### config.mk
export PLATFORM = sky130hd
export DESIGN_NAME = wr_pattern_seq_flat
export DESIGN_NICKNAME = d
export VERILOG_FILES = /design/src/rtl/wr_pattern_pkg.sv /design/src/rtl/wr_pattern_seq_if.sv /design/src/rtl/wr_pattern_seq.sv /design/src/flat_wrapper.sv
export SDC_FILE = /design/constraint.sdc
export NUM_CORES = 1
export LEC_CHECK = 0
export CORE_MARGIN = 4
export CORE_UTILIZATION = 49
export DETAILED_ROUTE_END_ITERATION = 8
export GPL_ROUTABILITY_DRIVEN = 0
export GPL_TIMING_DRIVEN = 0
export HOLD_SLACK_MARGIN = 0.08
export PLACE_DENSITY_LB_ADDON = 0.05
export SLEW_MARGIN = 20
export SYNTH_ARGS = -nofsm -noshare
export SYNTH_HDL_FRONTEND = slang
export SYNTH_SLANG_ARGS = --single-unit
### constraint.sdc
create_clock -name clk -period 2.29 [get_ports clk]
set_input_delay 0.458 -clock clk [delete_from_list [all_inputs] [get_ports clk]]
set_output_delay 0.458 -clock clk [all_outputs]
set_load 0.05 [all_outputs]
### src/rtl/wr_pattern_pkg.sv
// Shared definitions for the wr_pattern command sequencer: ROM tag encoding,
// sequencer state encoding and default ROM geometry.
package wr_pattern_pkg;

    localparam int unsigned ROM_AW_DEF = 8;
    localparam int unsigned ROM_DW_DEF = 34;
    localparam int unsigned BUS_W_DEF  = 32;
    localparam int unsigned TAG_W      = 2;

    localparam logic [TAG_W-1:0] TAG_END  = 2'b00;
    localparam logic [TAG_W-1:0] TAG_CFG  = 2'b01;
    localparam logic [TAG_W-1:0] TAG_ADDR = 2'b10;
    localparam logic [TAG_W-1:0] TAG_DATA = 2'b11;

    typedef enum logic [2:0] {
        ST_IDLE   = 3'd0,
        ST_FETCH  = 3'd1,
        ST_DECODE = 3'd2,
        ST_WRITE  = 3'd3,
        ST_DONE   = 3'd4
    } state_e;

    // Tag field sits in the two MSBs of a ROM word.
    function automatic logic [TAG_W-1:0] word_tag(input logic [ROM_DW_DEF-1:0] word);
        return word[ROM_DW_DEF-1 -: TAG_W];
    endfunction

endpackage

### src/rtl/wr_pattern_seq_if.sv
// Memory-mapped write port: valid/ready handshake carrying address and data.
interface wr_pattern_seq_if #(
    parameter int unsigned BUS_W = 32
);

    logic             wr_valid;
    logic             wr_ready;
    logic [BUS_W-1:0] wr_addr;
    logic [BUS_W-1:0] wr_data;

    modport master (
        output wr_valid,
        output wr_addr,
        output wr_data,
        input  wr_ready
    );

    modport slave (
        input  wr_valid,
        input  wr_addr,
        input  wr_data,
        output wr_ready
    );

endinterface

### src/rtl/wr_pattern_seq.sv
// Executes the wr_pattern ROM program: ADDR/DATA words become bus writes, CFG words
// become one-cycle strobes. Optional WR_PATTERN_SEQ_ADDR_INC_EN auto-increments the address.
module wr_pattern_seq
    import wr_pattern_pkg::*;
#(
    parameter int unsigned ROM_AW   = ROM_AW_DEF,
    parameter int unsigned ROM_DW   = ROM_DW_DEF,
    parameter int unsigned BUS_W    = BUS_W_DEF,
    parameter int unsigned START_PC = 0
) (
    input  logic              clk,
    input  logic              rst_n,
    input  logic              start,
    input  logic              abort,
    output logic              rom_en,
    output logic [ROM_AW-1:0] rom_addr,
    input  logic [ROM_DW-1:0] rom_data,
    wr_pattern_seq_if.master  wr,
    output logic              cfg_we,
    output logic [BUS_W-1:0]  cfg_data,
    output logic              busy,
    output logic              done,
    output logic              err
);

    localparam logic [2:0] S_IDLE   = 3'(ST_IDLE);
    localparam logic [2:0] S_FETCH  = 3'(ST_FETCH);
    localparam logic [2:0] S_DECODE = 3'(ST_DECODE);
    localparam logic [2:0] S_WRITE  = 3'(ST_WRITE);
    localparam logic [2:0] S_DONE   = 3'(ST_DONE);

    localparam logic [ROM_AW-1:0] PC_START  = ROM_AW'(START_PC);
    localparam logic [ROM_AW-1:0] PC_LAST   = '1;
    localparam logic [ROM_AW-1:0] PC_STEP   = ROM_AW'(1);
    localparam logic [BUS_W-1:0]  ADDR_STEP = BUS_W'(4);

`ifdef WR_PATTERN_SEQ_ADDR_INC_EN
    localparam bit ADDR_INC = 1'b1;
`else
    localparam bit ADDR_INC = 1'b0;
`endif

    logic [2:0]        state_q, state_d;
    logic [ROM_AW-1:0] pc_q, pc_d;
    logic [BUS_W-1:0]  addr_q, addr_d;
    logic              addr_vld_q, addr_vld_d;

    logic              rom_en_d;
    logic              wr_valid_d;
    logic [BUS_W-1:0]  wr_addr_d;
    logic [BUS_W-1:0]  wr_data_d;
    logic              cfg_we_d;
    logic [BUS_W-1:0]  cfg_data_d;
    logic              busy_d;
    logic              done_d;
    logic              err_d;

    logic [TAG_W-1:0]  tag_c;
    logic [BUS_W-1:0]  payload_c;
    logic              at_last_c;

    assign tag_c     = rom_data[ROM_DW-1 -: TAG_W];
    assign payload_c = rom_data[BUS_W-1:0];
    assign at_last_c = (pc_q == PC_LAST);
    assign rom_addr  = pc_q;

    // State and all registered outputs.
    always_ff @(posedge clk or negedge rst_n) begin
        if (!rst_n) begin
            state_q     <= S_IDLE;
            pc_q        <= '0;
            addr_q      <= '0;
            addr_vld_q  <= 1'b0;
            rom_en      <= 1'b0;
            wr.wr_valid <= 1'b0;
            wr.wr_addr  <= '0;
            wr.wr_data  <= '0;
            cfg_we      <= 1'b0;
            cfg_data    <= '0;
            busy        <= 1'b0;
            done        <= 1'b0;
            err         <= 1'b0;
        end else begin
            state_q     <= state_d;
            pc_q        <= pc_d;
            addr_q      <= addr_d;
            addr_vld_q  <= addr_vld_d;
            rom_en      <= rom_en_d;
            wr.wr_valid <= wr_valid_d;
            wr.wr_addr  <= wr_addr_d;
            wr.wr_data  <= wr_data_d;
            cfg_we      <= cfg_we_d;
            cfg_data    <= cfg_data_d;
            busy        <= busy_d;
            done        <= done_d;
            err         <= err_d;
        end
    end

    // Next-state and next-output decode.
    always_comb begin
        state_d    = state_q;
        pc_d       = pc_q;
        addr_d     = addr_q;
        addr_vld_d = addr_vld_q;
        rom_en_d   = 1'b0;
        wr_valid_d = wr.wr_valid;
        wr_addr_d  = wr.wr_addr;
        wr_data_d  = wr.wr_data;
        cfg_we_d   = 1'b0;
        cfg_data_d = cfg_data;
        err_d      = err;

        case (state_q)
            S_IDLE, S_DONE: begin
                if (start) begin
                    state_d    = S_FETCH;
                    pc_d       = PC_START;
                    addr_vld_d = 1'b0;
                    err_d      = 1'b0;
                    rom_en_d   = 1'b1;
                end
            end

            S_FETCH: begin
                state_d = abort ? S_DONE : S_DECODE;
            end

            S_DECODE: begin
                if (abort) begin
                    state_d = S_DONE;
                end else begin
                    case (tag_c)
                        TAG_CFG, TAG_ADDR: begin
                            if (tag_c == TAG_CFG) begin
                                cfg_we_d   = 1'b1;
                                cfg_data_d = payload_c;
                            end else begin
                                addr_d     = payload_c;
                                addr_vld_d = 1'b1;
                            end
                            // The last ROM address must hold END; running past it is an error.
                            if (at_last_c) begin
                                state_d = S_DONE;
                                err_d   = 1'b1;
                            end else begin
                                state_d  = S_FETCH;
                                pc_d     = pc_q + PC_STEP;
                                rom_en_d = 1'b1;
                            end
                        end
                        TAG_DATA: begin
                            if (addr_vld_q) begin
                                state_d    = S_WRITE;
                                wr_valid_d = 1'b1;
                                wr_addr_d  = addr_q;
                                wr_data_d  = payload_c;
                            end else begin
                                state_d = S_DONE;
                                err_d   = 1'b1;
                            end
                        end
                        default: begin
                            state_d = S_DONE;
                        end
                    endcase
                end
            end

            S_WRITE: begin
                // Request is held until accepted; abort only takes effect afterwards.
                if (wr.wr_ready) begin
                    wr_valid_d = 1'b0;
                    if (ADDR_INC) begin
                        addr_d = addr_q + ADDR_STEP;
                    end
                    if (abort) begin
                        state_d = S_DONE;
                    end else if (at_last_c) begin
                        state_d = S_DONE;
                        err_d   = 1'b1;
                    end else begin
                        state_d  = S_FETCH;
                        pc_d     = pc_q + PC_STEP;
                        rom_en_d = 1'b1;
                    end
                end
            end

            default: begin
                state_d = S_IDLE;
            end
        endcase

        busy_d = (state_d != S_IDLE) && (state_d != S_DONE);
        done_d = (state_d == S_DONE);
    end

    // Handshake and strobe protocol properties.
    wr_hold_a: assert property (@(posedge clk) disable iff (!rst_n)
        (wr.wr_valid && !wr.wr_ready) |=>
        (wr.wr_valid && $stable(wr.wr_addr) && $stable(wr.wr_data)));

    cfg_pulse_a: assert property (@(posedge clk) disable iff (!rst_n)
        cfg_we |=> !cfg_we);

endmodule

### src/flat_wrapper.sv
// flat-port wrapper written by rule: the top's interface ports become plain ports
module wr_pattern_seq_flat import wr_pattern_pkg::*;
#(
    parameter int unsigned ROM_AW   = ROM_AW_DEF,
    parameter int unsigned ROM_DW   = ROM_DW_DEF,
    parameter int unsigned BUS_W    = BUS_W_DEF,
    parameter int unsigned START_PC = 0
)
  (clk, rst_n, start, abort, rom_en, rom_addr, rom_data, cfg_we, cfg_data, busy, done, err, wr_wr_valid, wr_wr_addr, wr_wr_data, wr_wr_ready);
  wr_pattern_seq_if #(.BUS_W(BUS_W)) wr_i ();
  input  logic clk;
  input  logic rst_n;
  input  logic start;
  input  logic abort;
  output logic rom_en;
  output logic [ROM_AW-1:0] rom_addr;
  input  logic [ROM_DW-1:0] rom_data;
  output logic cfg_we;
  output logic [BUS_W-1:0] cfg_data;
  output logic busy;
  output logic done;
  output logic err;
  output wire logic [$bits(wr_i.wr_valid)-1:0] wr_wr_valid;
  output wire logic [$bits(wr_i.wr_addr)-1:0] wr_wr_addr;
  output wire logic [$bits(wr_i.wr_data)-1:0] wr_wr_data;
  input wire logic [$bits(wr_i.wr_ready)-1:0] wr_wr_ready;
  assign wr_wr_valid = wr_i.wr_valid;
  assign wr_wr_addr = wr_i.wr_addr;
  assign wr_wr_data = wr_i.wr_data;
  assign wr_i.wr_ready = wr_wr_ready;
  wr_pattern_seq #(.ROM_AW(ROM_AW), .ROM_DW(ROM_DW), .BUS_W(BUS_W), .START_PC(START_PC)) u_core (.clk(clk), .rst_n(rst_n), .start(start), .abort(abort), .rom_en(rom_en), .rom_addr(rom_addr), .rom_data(rom_data), .wr(wr_i), .cfg_we(cfg_we), .cfg_data(cfg_data), .busy(busy), .done(done), .err(err));
endmodule
# == Word-level counts from Yosys, hierarchy flattened ==
# Index checks and enable logic that the tools add are counted.
# totals
mem_count,0
wordCells,95
latch_bits,0
reg_bits,146
inputBits,39
out_inout_bits,110
mem_bits_rw,0
romBits,0
# classes
n_reduce_logical,15
n_lt_le_gt_ge,0
bitwise,2
muxes,44
shifts,0
n_mul,0
addsub,1
eq_ne,20
div,0
# op_table
op,n
8-bit two-way mux,6
8-bit one-hot mux with 3 select lines,1
1-bit two-way mux,23
3-bit two-way mux,7
2-bit inequality test (second input constant),6
3-bit one-hot mux with 4 select lines,1
4-bit AND reduction,3
5-bit AND reduction,2
8-bit by 1-bit adder with 8-bit output (second input constant),1
8-bit == test (second input constant),1
7-bit AND reduction,1
3-bit by 2-bit == test with 1-bit output (second input constant),2
3-bit == test (second input constant),2
3-bit inequality test (second input constant),2
1-bit one-hot mux with 2 select lines,3
1-bit one-hot mux with 3 select lines,2
3-bit one-hot mux with 2 select lines,1
6-bit AND reduction,1
3-bit nonzero test,2
2-bit == test (second input constant),2
2-bit by 1-bit inequality test with 1-bit output (second input constant),2
2-bit nonzero test,2
2-bit OR reduction,2
3-bit by 1-bit == test with 1-bit output (second input constant),1
other kinds (5),6

# == Depth between registers and ports, before layout ==
# depth
ltp_word,7
ltp_mapped,7

# == Worst setup path after synthesis ==
# OpenSTA, ideal clock, no wires.
# synth_path
path_type,input port to flip-flop
from,input abort
to,register u_core.wr.wr_addr[10]
cell_stages,6
n_path_buf,3
setup_slack_ns,0.339
arrival_ns,1.827
cell_sequence,clkbuf_2 > nor3b_4 > and3_2 > buf_2 > buf_4 > mux2_2
# synth_via
elab_chain_cells,2
# synth_lines
item,line_no,source
"start, declared",flat_wrapper.sv:14,input logic abort;
1-bit NOT (no source line),n/a,
4-bit AND reduction (no source line),n/a,
"end signal, assigned",wr_pattern_seq.sv:90,wr.wr_addr <= wr_addr_d;
"end, declared",wr_pattern_seq_if.sv:13,"output wr_addr,"
# No other way between the ends.
# A chain may end at the register's enable or synchronous reset.

# == Worst setup path in the final report ==
# layout_path
from,input rom_data[33]
to,register u_core.addr_q[3]
# layout_via
elab_chain_cells,3
# layout_lines
item,line_no,source
"start, declared",flat_wrapper.sv:17,input logic [ROM_DW-1:0] rom_data;
2-bit == test or 2-bit by 1-bit == test with 1-bit output (tied branches),"wr_pattern_seq.sv:133, wr_pattern_seq.sv:135",
2-bit OR reduction or 1-bit NOT (tied branches),n/a,
4-bit AND reduction (no source line) *,n/a,
"end signal, assigned",wr_pattern_seq.sv:86,addr_q <= addr_d;
"end, declared",wr_pattern_seq.sv:45,"logic [BUS_W-1:0] addr_q, addr_d;"
# Mark *: on every way between the ends. The rest lies on a longest branch, timed or not.

==> results.yml <==
grt:
  grt_start_max_net_pins: 75
  track_usage_pct: 19.8
  grt_pass1_wl_um: 20400
  grt_antenna_before_repair: 0
  grt_pass1_vias: 3888
  gr-total-overflow: 0
layout:
  fin_area_mm2: 0.00809
  final_util_pct: 70.6
  final_cell_mix: "clkdlybuf4s50_1 (146), dfrtp_1 (146), mux2_2 (127)"
  fillers: 801
  nNetsFinal: 589
  syn_to_final_growth_pct: 40.4
  n_antenna_cell: 0
  drive_gt1_share_pct: 32.4
clocking:
  clock_sinks: 146
  clockBufferDepth: 2
  htreeDepth: 4
  cts_root_buffer: "clkbuf_16"
  clk_latency_ps: 410
  numCtsBuffers: 17
  path_clk_slew_ps: 60
  cts_tree: "yes"
synth:
  yosys.area.top_type: "dfrtp_1"
  yosysUniqueCellTypes: 41
  syn-instance-count: 376
  synth-main-ff-cell: "dfrtp_1"
  synth_area_leaders: "dfrtp_1 (63%), mux2_2 (25%), ha_1 (1.1%)"
  syn-cell-area_mm2: 0.00577
  syn_avg_cell_area_um2: 15.3
  synth_top_area_share_pct: 63.4
  synthesis.nets: 420
  ys_ff_latch: 146
  synth-edff-count: 0
  synthArstFlopShare_pct: 100
  yosys_warnings: 0
  synth-seq-area-share_pct: 63.4
routing:
  drt_iter0_drc: 153
  drc_errors: 0
  via_per_inst: 5.31
  ant_nets: 0
  routedWlPerCell_um: 17.8
  wirelength_um: 12500
  dr.pass1.iters: 4
  vias: 3721
sta:
  tightest_slew_ps: 911
  period_needed_ps: 2230
  fin_crit_sh_pct: 97.6
  fin_hold_ws_ps: 492
  finalHoldViolations: 0
  finalClockSkew_ps: 6.34
  setup_viol: 0
  timing.slew.headroom_pct: 39.1
  final_max_slew_viol_count: 0
  fmax_ghz: 0.447
critical_path:
  worst-endpoint-required_ps: 2590
  arrival_ps: 2530
  reg2reg_slack_ps: 290
  critPathCaptureType: "flip-flop"
  criticalPathCategory: "in2reg"
  worstSetupStartpointType: "input pin"
  cp_max_fo: 10
min_path:
  hp-class: "reg2reg"
job:
  cap_viol_max_count: 0
pwr:
  pwr_density_cell_mw_per_mm2: 1040
  p_leak_nw: 3.77
  vdd_drop_max_uv: 811
status:
  status: "complete, no violations"
die:
  ios: 149
  dieArea_mm2: 0.0136
  core_mm2: 0.0115
  floorplan.initialDensity_pct: 50.3
  die_h_um: 116
  rows: 39
  die_x_um: 116
place:
  placed_area_mm2: 0.00745
  dpl.hpwl_um: 8680
  io_buffers: 147
## where the power goes
group / switching (mW) / internal [mW]
sequential: 0.284 / 3.13
clock: 1.02 / 1.77
combinational: 1.32 / 0.918
total: 2.62 / 5.82
## critical path: stages
cell and delay, ps:
clkdlybuf4s50_1 530, inv_1 90, ha_1 320, nand2b_1 150
nor4_4 270, buf_4 200, buf_6 170, mux2_2 350
## cells by family after synthesis
family	count (synthesis)	share of synthesized area, %
and+or+nand+nor	41	4.54
adders and majority gates	5	1.09
AOI/OAI and AO/OA	30	3.58
buffers and inverters	24	2.06
muxes	130	25.4
DFF	146	63.4
## final cells by class
type	count	area, um^2	share of cell area, %
multi-input cells	206	2000	24.7
inverters	7	26.3	0.325
plain buffers	16	114	1.41
flip-flops and latches	146	3650	45.1
repair buffers	151	1530	18.9
clock buffers	23	468	5.78
clock inverters	9	129	1.59
well taps	143	179	2.21
## synthesized netlist by cell type, drive strengths merged, types with 2 or more instances
cell type  count
o211ai         2
nand2b         3
and3           2
o21ai          6
a21oi          7
nor2           3
nor3b          2
inv            7
ha             5
nand3          7
nor4           2
mux2         129
o31a           2
clkbuf         4
dfrtp        146
nand2          7
or4            3
o31ai          4
nor2b          4
buf           13
nor3           3
o21a           5
## flip-flops by register name (all words and copies together) (netlist names), 3 cells and up
| name | count |
|---|---|
| u_core.wr.wr_data | 32 |
| u_core.cfg_data | 32 |
| u_core.addr_q | 32 |
| u_core.state_q | 3 |
| u_core.wr.wr_addr | 32 |
| u_core.rom_addr | 8 |
## per-layer routing
metal	up-vias	wire, um	global-route usage (%)	part of all wire, %
li1	1689	-	-	-
met1	1901	5210	25.1	42
met2	118	6070	31.1	49
met3	13	1060	9.27	8.5
met4	0	130	5.18	1.0
met5	-	0	0	0
## timing repair
| action | 4_1_cts | 5_1_grt |
|---|---|---|
| endpoints found under the setup margin | 22 | 60 |
| endpoints found under the hold margin | 72 | 0 |
| pin swaps | 0 | 1 |
| setup buffers | 0 | 2 |
| resized for setup | 4 | 9 |
| hold buffers | 1 | 0 |
## final timing paths
path	startpoint	end	cells after the start
setup reg to reg	u_core.state_q[1]	u_core.wr.wr_addr[23]	4
hold / removal	u_core.addr_q[6]	u_core.addr_q[6]	1
setup / recovery	rom_data[33]	u_core.addr_q[3]	8
min in group asynchronous	rst_n	u_core.rom_en	2
hold reg to reg	u_core.addr_q[6]	u_core.addr_q[6]	1
max in group asynchronous	rst_n	u_core.addr_q[16]	3
## through the flow
step / std cells / setup slack (ps) / setup TNS, ps / power (mW)
2_1_floorplan: 376 / 339 / 0 / 4.87
3_3_place_gp: 666 / -4880 / -751730 / 5.62
3_5_place_dp: 667 / -474 / -44020 / 5.69
4_1_cts: 700 / 36.8 / 0 / 8.53
5_1_grt: 701 / -4.04 / -12.1 / 8.83
6_report: 701 / 55.2 / 0 / 8.43
(Power assumes the default switching activity.)
